File: src/rtl/prog_ctr_pkg.sv
// prog_ctr_pkg: shared FSM state type and default widths for the program counter.
package prog_ctr_pkg;
    typedef enum logic [1:0] {IDLE, RUN, DONE} pc_state_t;
    localparam int PC_W_DEF       = 16;
    localparam int LUT_ADDR_W_DEF = 8;
    localparam int ICNT_W_DEF     = 32;
    localparam int BCNT_W_DEF     = 16;
endpackage

File: src/rtl/perf_sat_cnt.sv
// perf_sat_cnt: saturating event counter with synchronous clear.
module perf_sat_cnt #(
    parameter int W = 16
) (
    input  logic         clk,
    input  logic         rst_n,
    input  logic         clear,
    input  logic         inc,
    output logic [W-1:0] cnt
);
    logic [W-1:0] r_cnt;

    always_ff @(posedge clk) begin
        if (!rst_n || clear)
            r_cnt <= '0;
        else if (inc && r_cnt != '1)
            r_cnt <= r_cnt + 1'b1;
    end

    assign cnt = r_cnt;
endmodule

File: src/rtl/prog_ctr.sv
// prog_ctr: program counter and IDLE/RUN/DONE fetch sequencer driving the branch-target LUT.
// Define PROG_CTR_PERF_EN to build the retired-instruction and taken-branch counters.
module prog_ctr
    import prog_ctr_pkg::*;
#(
    parameter int PC_W       = PC_W_DEF,
    parameter int LUT_ADDR_W = LUT_ADDR_W_DEF,
    parameter int ICNT_W     = ICNT_W_DEF,
    parameter int BCNT_W     = BCNT_W_DEF
) (
    input  logic                  clk,
    input  logic                  rst_n,
    input  logic                  start,
    input  logic                  halt,
    input  logic                  branch_en,
    input  logic                  branch_cond,
    input  logic [LUT_ADDR_W-1:0] lut_idx,
    output logic [LUT_ADDR_W-1:0] lut_addr,
    input  logic [PC_W-1:0]       lut_out,
    output logic [PC_W-1:0]       pc,
    output logic                  running,
    output logic                  done,
    output logic [ICNT_W-1:0]     instr_cnt,
    output logic [BCNT_W-1:0]     branch_cnt
);
    pc_state_t       r_state, w_state_nxt;
    logic [PC_W-1:0] r_pc, w_pc_nxt;
    logic            w_run, w_taken, w_restart;

    assign lut_addr  = lut_idx;
    assign w_run     = r_state == RUN;
    assign w_restart = r_state == DONE && start;
    // halt outranks a simultaneous taken branch
    assign w_taken   = w_run && branch_en && branch_cond && !halt;

    always_ff @(posedge clk) begin
        if (!rst_n)
            r_state <= IDLE;
        else
            r_state <= w_state_nxt;
    end

    always_comb begin
        w_state_nxt = w_run ? (halt ? DONE : RUN) : (start ? RUN : r_state);
    end

    always_comb begin
        running = w_run;
        done    = r_state == DONE;
    end

    always_comb begin
        w_pc_nxt = w_restart ? '0
                 : (!w_run || halt) ? r_pc
                 : w_taken ? lut_out
                 : r_pc + 1'b1;
    end

    always_ff @(posedge clk) begin
        if (!rst_n)
            r_pc <= '0;
        else
            r_pc <= w_pc_nxt;
    end

    assign pc = r_pc;

`ifdef PROG_CTR_PERF_EN
    perf_sat_cnt #(.W(ICNT_W)) u_icnt (
        .clk(clk), .rst_n(rst_n), .clear(w_restart), .inc(w_run), .cnt(instr_cnt)
    );
    perf_sat_cnt #(.W(BCNT_W)) u_bcnt (
        .clk(clk), .rst_n(rst_n), .clear(w_restart), .inc(w_taken), .cnt(branch_cnt)
    );
`else
    assign instr_cnt  = '0;
    assign branch_cnt = '0;
`endif
endmodule

File: config.mk
export PLATFORM = sky130hd
export DESIGN_NAME = prog_ctr
export DESIGN_NICKNAME = d
export VERILOG_FILES = /design/src/rtl/prog_ctr_pkg.sv /design/src/rtl/perf_sat_cnt.sv /design/src/rtl/prog_ctr.sv
export SDC_FILE = /design/constraint.sdc
export NUM_CORES = 1
export LEC_CHECK = 0
export ABC_AREA = 1
export CAP_MARGIN = 0
export CORE_MARGIN = 10
export CORE_UTILIZATION = 34
export DETAILED_ROUTE_END_ITERATION = 16
export PLACE_DENSITY_LB_ADDON = 0.05
export SLEW_MARGIN = 20
export SYNTH_ARGS = -nofsm -noshare
export SYNTH_HDL_FRONTEND = slang
export SYNTH_HIERARCHICAL = 1
export SYNTH_SLANG_ARGS = --single-unit
File: constraint.sdc
create_clock -name clk -period 1.3 [get_ports clk]
set_clock_uncertainty 0.1 [all_clocks]
set_input_delay 0.26 -clock clk [delete_from_list [all_inputs] [get_ports clk]]
set_output_delay 0.26 -clock clk [all_outputs]
set_load 0.01 [all_outputs]
# Word-level counts from Yosys, hierarchy flattened
# Index checks and enable logic that the tools add are counted.
[classes]
eq_ne = 2
n_addsub = 1
reduce_logical = 9
n_bitwise = 1
n_mux = 4
[op_table]
columns = ["cell", "n"]
rows = [
  ["$add 16x1->16 const B", 1],
  ["$mux 16", 1],
  ["$mux 2", 3],
  ["$logic_and 1x1->1", 4],
  ["$eq 2x1->1 const B", 1],
  ["$eq 2x2->1 const B", 1],
  ["$logic_not 1->1", 2],
  ["$reduce_bool 2->1", 1],
  ["$reduce_or 2->1", 1],
  ["$logic_or 1x1->1", 1],
  ["$not 1->1", 1],
]
[totals]
inputBits = 30
ff_bits = 18
word_cells = 19
out_inout_bits = 74

# Depth between registers and ports, before layout
# Gate-level depths: netlist of the first run.
[depth]
word_depth = 5
depth_mapped = 9
mapped_depth_nobuf = 9

# Worst setup path before layout of the first run
# Ideal clock, no wire load.
[synth_path]
path_kind = "register -> register"
startpoint = "register r_pc[1] (netlist: pc[1])"
endpoint = "register r_pc[10] (netlist: pc[10])"
setup_ps = 125
n_path_buf = 0
required_time_ps = 1075
path_stages_with_launch = 9
setup_slack_ps = -179
synth_period_minus_slack_ps = 1479
arrival_ps = 1254
path_cell_list = "dfxtp_1 > ha_1 > nand3_2 > nor2_4 > nand3_1 > nand2_1 > nand3_1 > nand2_1 > a21oi_2"
[synth_between]
elab_chain_cells = 2
[synth_rtl]
columns = ["item", "line", "rtl"]
rows = [
  ["start, declared", "prog_ctr.sv:27", "logic [PC_W-1:0] r_pc, w_pc_nxt;"],
  ["start signal, assigned", "prog_ctr.sv:63", "r_pc <= w_pc_nxt;"],
  ["$add 16x1->16", "prog_ctr.sv:56", ": r_pc + 1'b1;"],
  ["$mux 16", "prog_ctr.sv:55", ": w_taken ? lut_out"],
]
# Every way passes these cells.
# A chain may end at the register's enable or synchronous reset.

# Final worst setup path of the first run
[layout_path]
startpoint = "register r_pc[1] (netlist: pc[1])"
endpoint = "register r_pc[12] (netlist: pc[12])"
# The elaborated chain is that of the path after synthesis.

==> reports/results.md, run 1 <==
### Synth
• **Unique masters post-synth** 29
• **cell type with the highest aggregate area in the netlist** sky130_fd_sc_hd__buf_4
• **Synth async-reset ratio** 0
• **summed instance area of the synthesized netlist** 1685 µm²
• **share of the synthesized area in the top cell type** 0.2494
• **count of flip-flops with a built-in enable after synthesis** 0
• **top flip-flop cell by instance count after synthesis** sky130_fd_sc_hd__dfxtp_1
• **number of instances in the synthesized netlist** 255
• **number of warning messages in the yosys log** 6
• **FF+latch count, synth** 18
• **dominant cells by area after synthesis** sky130_fd_sc_hd__buf_4 (25%), sky130_fd_sc_hd__dfxtp_1 (21%), sky130_fd_sc_hd__nand2_1 (10%)
• **mean post-synth cell area** 6.609 µm²
• **sequential element share of the synthesized area** 0.2138

### Run
• **number of max-cap violations** 0

### Critical path
• **class of the most critical setup path** flop to flop
• **critical path startpoint category** flop
• **CP max-delay cell** sky130_fd_sc_hd__dfxtp_4
• **slack of the worst reg-to-reg path** -0.13 ns
• **maximum fanout along the worst path** 7
• **critical path capture point type** flop
• **stage delay of the slowest cell on the critical path** 0.38 ns
• **Critical Path AT** 1.51 ns
• **cells on worst reg2reg path** 7
• **Worst R2R Start** pc[1]
• **end of the worst register-to-register path** pc[12]
• **ordered cell list for the critical path** ha_4 -> nand3_4 -> nor2_4 -> nand4_1 -> nand3_2 -> nand2_1 -> a21oi_1
• **Worst EP required** 1.38 ns

### Timing
• **Hold Fails Final Rpt** 0
• **final worst slack** -0.1298 ns
• **Max Slew Vio Count** 0
• **Worst Hold Slack** 0.4028 ns
• **Tcrit/Tclk final** 1.100
• **count of final setup violators** 13
• **RSZ-0062 raised after global routing** yes
• **achievable frequency** 699.4 MHz
• **post-layout minimum cycle time** 1.430 ns

### CTS
• **number of buffers added to fix hold violations after cts** 0
• **H-tree levels** 1
• **Root Buffer** sky130_fd_sc_hd__clkbuf_8
• **CTS tree** yes
• **clock edge transition at the registers on the reported setup and hold paths** 0.08 ns
• **clock net sink count** 18
• **deepest clock path buffer count** 2
• **insertion delay to the later sink of the worst-skew pair** 0.26 ns
• **CTS buffer count** 3

### Global routing
• **largest net degree at the start of global routing** 17
• **global-route wire length before repair** 7817 µm
• **antenna violations before repair** 0
• **via count of the first global-routing pass** 1678
• **remaining global-route overflow** 0
• **overall global routing resource usage** 0.1120

### Cells and area
• **ratio of cells with drive above 1 in the final layout** 0.2813
• **net total in the final layout** 352
• **highest-count cells in the layout ignoring fill and taps** sky130_fd_sc_hd__conb_1 (48), sky130_fd_sc_hd__nand2_1 (47), sky130_fd_sc_hd__nor2_1 (34)
• **fill cell count** 523
• **Layout area overhead** 38.23%
• **antenna cells** 0
• **Register Area** 387.9 µm²
• **Post-Route Utilization** 0.4900
• **most common cell after layout, fill and taps aside** sky130_fd_sc_hd__conb_1
• **multi-input gate area in the final layout** 1074 µm²

### Hold path
• **hold-critical path depth** 2
• **Worst Hold Class** flop to flop
• **startpoint of the tightest hold check path** pc[9]
• **worst hold path endpoint** pc[9]

### Routing
• **average vias per placed instance** 4.199
• **DRT antenna net count** 0
• **DR DRC count** 0
• **number of vias after detailed routing** 1625
• **starting DRC count in detailed routing** 55
• **Total Routed Length** 4660 µm
• **DRT Pass-1 Iters** 4
• **wire length per cell after detailed routing** 12.04 µm

### Power and ir drop
• **cell leakage power** 1.101 nW
• **Power Total** 1.335 mW
• **power density over the cells** 573.2 nW/µm²
• **Peak supply drop** 0.4418 mV

### Placed design
• **hpwl dp** 3662 µm
• **final weighted congestion in routability-driven placement** 0.7846
• **count of input and output buffers** 39

### Floorplanning
• **number of primary I/O pins** 104
• **die area** 8173 µm²
• **CORE AREA** 4755 µm²
• **num rows** 25
• **Initial Utilization** 0.3545
• **Die Width** 90.41 µm
• **DIE HEIGHT** 90.41 µm

### Outcome
• **status** complete, but fails checks
• **violations in the final reports** setup timing

==> timing repair <==
action | in CTS | in global routing
gates resized for setup | 53 | 15
pin swaps | 13 | 8
cloned | 1 | 0
endpoints found under the setup margin | 34 | 25
buffers inserted | 2 | 2
==> registers in the layout, indices dropped and copies added (netlist names) <==
register / count
r_state: 2
pc: 16
==> metrics by stage <==
| stage | area, µm² | setup TNS, ns | setup WS [ns] | std cells |
|---|---|---|---|---|
| floorplan | 1889 | -0.05084 | -0.03144 | 302 |
| detailed placement | 2186 | -5.893 | -0.3674 | 378 |
| global route | 2330 | -2.297 | -0.2025 | 387 |
| finish | 2330 | -0.6852 | -0.1298 | 387 |
| global placement | 2186 | -5.848 | -0.3538 | 378 |
| CTS | 2290 | -0.5904 | -0.07131 | 385 |
==> critical path, delay by kind of cell (launching register included) <==
family	cells	cell delay [ns]
AO/OA/AOI/OAI	1	0.12
adder cells (fa/ha/maj)	1	0.15
flip-flops	1	0.38
AND/OR/NAND/NOR	5	0.59
==> routing by layer <==
metal	track usage	wire length, µm	vias up
met5	0	0	-
met4	0.02387	19	0
met3	0.05154	438	2
met2	0.1998	2231	60
met1	0.1176	1971	728
li1	-	-	835
==> synth_stat cells, types with 2 or more instances <==
cell,instances
sky130_fd_sc_hd__nand3_2,2
sky130_fd_sc_hd__nor2_4,2
sky130_fd_sc_hd__inv_1,15
sky130_fd_sc_hd__nand2_2,8
sky130_fd_sc_hd__buf_2,2
sky130_fd_sc_hd__nor2_2,3
sky130_fd_sc_hd__xnor2_1,2
sky130_fd_sc_hd__o21ai_1,5
sky130_fd_sc_hd__nand2_1,47
sky130_fd_sc_hd__a21oi_1,13
sky130_fd_sc_hd__nand3_1,17
sky130_fd_sc_hd__nand4_1,4
sky130_fd_sc_hd__buf_6,2
sky130_fd_sc_hd__inv_2,3
sky130_fd_sc_hd__a21oi_2,4
sky130_fd_sc_hd__buf_4,56
sky130_fd_sc_hd__nor2_1,37
sky130_fd_sc_hd__xor2_1,2
sky130_fd_sc_hd__dfxtp_1,18
sky130_fd_sc_hd__o21ai_0,4
==> power by group <==
part / total, mW / switching [mW] / internal, mW
logic: 0.346 / 0.191 / 0.156
clock network: 0.421 / 0.210 / 0.210
registers: 0.568 / 0.0127 / 0.555
==> logic make-up after synthesis <==
kind of cell / count (synthesis) / synth area share
AO/OA/AOI/OAI: 28 / 0.09947
XOR/XNOR: 4 / 0.02079
adder cells (fa/ha/maj): 1 / 0.007423
buffers and inverters: 79 / 0.3111
flip-flops: 18 / 0.2138
other: 1 / 0.002225
AND/OR/NAND/NOR: 124 / 0.3452
==> final cells by class <==
cell class,instances,area share
repair buffers,73,0.2857
inverters,19,0.03169
multi-input cells,206,0.4608
clock inverters,1,0.001611
well taps,67,0.03598
clock buffers,3,0.01772
flip-flops and latches,18,0.1665
==> worst max-delay path by stage <==
stage / from / endpoint / slack (ns) / cells past startpoint
floorplan: pc[0] / pc[10] / -0.03 / 8
global placement: halt / pc[4] / -0.35 / 6
detailed placement: halt / pc[4] / -0.37 / 6
CTS: pc[1] / pc[8] / -0.07 / 7
global route: pc[1] / pc[10] / -0.20 / 7
finish: pc[1] / pc[12] / -0.13 / 7
Power figures use the tool's default switching activity.
==> run 2, diff against run 1 <==
- CORE_UTILIZATION: 34 -> 38
- CTS_CLUSTER_DIAMETER: unset -> 30
- clock period: 1.3 -> 1.5 ns (I/O delays scaled with it)
==> run 2 against run 1 <==
  * The run now ends clean
  * Final cell count decreased by 8.5%
  * First-iteration DRC count rose by 64%
  * Global-route usage down 0.47 points
  * Register-to-register slack better by 0.22 ns
  * Power shrank 11%
  * Sequential share of layout area is 1.1 points higher
==> reports/results.md, run 2 (synthesis gave the netlist of run 1 again) <==
### Run
• **number of max-cap violations** 0, unchanged

### Cells and area
• **net total in the final layout** 334, -5.1%
• **ratio of cells with drive above 1 in the final layout** 0.1954, -0.08589
• **most common cell after layout, fill and taps aside** sky130_fd_sc_hd__conb_1
• **fill cell count** 475, -9.2%
• **Register Area** 372.9 µm², -3.9%
• **Layout area overhead** 24.65%
• **antenna cells** 0, unchanged
• **final cell area excluding filler cells** 2101 µm², -9.8%
• **count of placed standard cells in the final layout, fillers left out** 354, -8.5%
• **multi-input gate area in the final layout** 1015 µm², -5.5%
• **number of flip-flops in the largest register** 16, unchanged
• **Post-Route Utilization** 0.4858, -0.004178
• **highest-count cells in the layout ignoring fill and taps** sky130_fd_sc_hd__conb_1 (48), sky130_fd_sc_hd__nand2_1 (47), sky130_fd_sc_hd__nor2_1 (37)

### Critical path
• **critical path capture point type** output pin
• **Worst EP required** 1.10 ns, -0.28 ns
• **critical path startpoint category** flop
• **class of the most critical setup path** flop to output pin
• **Critical Path AT** 1.04 ns, -0.47 ns
• **maximum fanout along the worst path** 4, -3

### Timing
• **Tcrit/Tclk final** 0.9582
• **RSZ-0062 raised after global routing** yes
• **Hold Fails Final Rpt** 0, unchanged
• **count of final setup violators** 0, -13
• **Worst Hold Slack** 0.4005 ns, -0.002284 ns
• **Max Slew Vio Count** 0, unchanged
• **achievable frequency** 695.8 MHz
• **post-layout minimum cycle time** 1.437 ns

### CTS
• **CTS buffer count** 3, unchanged
• **number of buffers added to fix hold violations after cts** 0, unchanged
• **insertion delay to the later sink of the worst-skew pair** 0.26 ns, about the same
• **clock net sink count** 18, unchanged
• **CTS tree** yes
• **Post-CTS Setup Repair Bufs** 0, -2
• **deepest clock path buffer count** 2, unchanged
• **Root Buffer** sky130_fd_sc_hd__clkbuf_8
• **H-tree levels** 1, unchanged
• **clock edge transition at the registers on the reported setup and hold paths** 0.08 ns, about the same

### Placed design
• **post-detailed-placement cell area** 2017 µm², -7.7%
• **final weighted congestion in routability-driven placement** 0.8080, +3.0%
• **count of input and output buffers** 39, unchanged
• **number of cells in the design after placement** 350, -7.4%
• **hpwl dp** 3441 µm, -6.0%

### Power and ir drop
• **Peak supply drop** 0.2803 mV, -37%
• **cell leakage power** 0.9873 nW, -10%
• **power density over the cells** 566.0 nW/µm², -1.2%

### Floorplanning
• **DIE HEIGHT** 86.60 µm, -4.2%
• **num rows** 24, -4.0%
• **Die Width** 86.60 µm, -4.2%
• **number of primary I/O pins** 104, unchanged
• **CORE AREA** 4324 µm², -9.1%
• **die area** 7499 µm², -8.3%
• **Initial Utilization** 0.3898, +0.03528

### Outcome
• **status** finished clean

### Routing
• **DRT antenna net count** 0, unchanged
• **starting DRC count in detailed routing** 90, +64%
• **number of vias after detailed routing** 1534, -5.6%
• **average vias per placed instance** 4.333, +3.2%
• **Total Routed Length** 4336 µm, -7.0%
• **DR DRC count** 0, unchanged
• **DRT Pass-1 Iters** 4, unchanged
• **wire length per cell after detailed routing** 12.25 µm, +1.7%

### Global routing
• **antenna violations before repair** 0, unchanged
• **largest net degree at the start of global routing** 26, +9
• **remaining global-route overflow** 0, unchanged
• **global-route wire length before repair** 6693 µm, -14%
• **via count of the first global-routing pass** 1433, -15%
• **overall global routing resource usage** 0.1074, -0.004651

### Hold path
• **Worst Hold Class** flop to flop

[run 2: cell count changes in the layout (fill, tap and decap cells not counted), sizes merged]
cell,change
clkdlybuf4s50,+1
clkbuf,-1
dlygate4sd2,+7
clkdlybuf4s15,-3
buf,-20
nand2,-1
clkinv,-1
[run 2: path summary, 6_finish.rpt]
kind | cells past startpoint | from | end | slack, ns
max | 2 | pc[1] | pc[1] | 0.06
min reg2reg | 2 | pc[9] | pc[9] | 0.40
max reg2reg | 8 | pc[1] | pc[14] | 0.09
min | 2 | pc[9] | pc[9] | 0.40
[run 2: worst max-delay path, stage by stage, from the launching register on]
cell and delay [ns]:
sky130_fd_sc_hd__dfxtp_2 0.34, sky130_fd_sc_hd__buf_4 0.15, sky130_fd_sc_hd__dlygate4sd2_1 0.28
[run 2: per-stage QoR]
step | TNS, ns | setup WS [ns] | total power [mW]
final | 0 | 0.06273 | 1.189
after global routing | -0.02965 | -0.01624 | 1.253
after CTS | 0 | 0.02509 | 1.183
after detailed placement | -2.520 | -0.2214 | 0.7652
after global placement | -2.452 | -0.1992 | 0.7669
after floorplan | 0 | 0.02133 | 0.7573
[run 2: what timing repair did]
item                                    4_1_cts  5_1_grt
resized for setup                            25       10
pin swaps                                     0        2
hold endpoints to repair                      0        0
endpoints found under the setup margin       18        7
[run 2: layout make-up]
class	count	area share
well taps	52	0.03097
repair buffers	56	0.2484
multi-input cells	205	0.4830
clock buffers	4	0.02621
inverters	19	0.03395
flip-flops and latches	18	0.1775
[run 2: power breakdown]
group,internal (mW),switching [mW],leakage (nW)
Clock,0.234,0.195,0.0288
Sequential,0.487,0.00919,0.151
Combinational,0.110,0.154,0.808
[run 2: layer usage]
| metal | vias up | routed length [µm] | track usage |
|---|---|---|---|
| met4 | 0 | 27 | 0.03093 |
| met1 | 675 | 1814 | 0.1294 |
| met3 | 4 | 487 | 0.04034 |
| li1 | 798 | - | - |
| met5 | - | 0 | 0 |
| met2 | 57 | 2007 | 0.1732 |
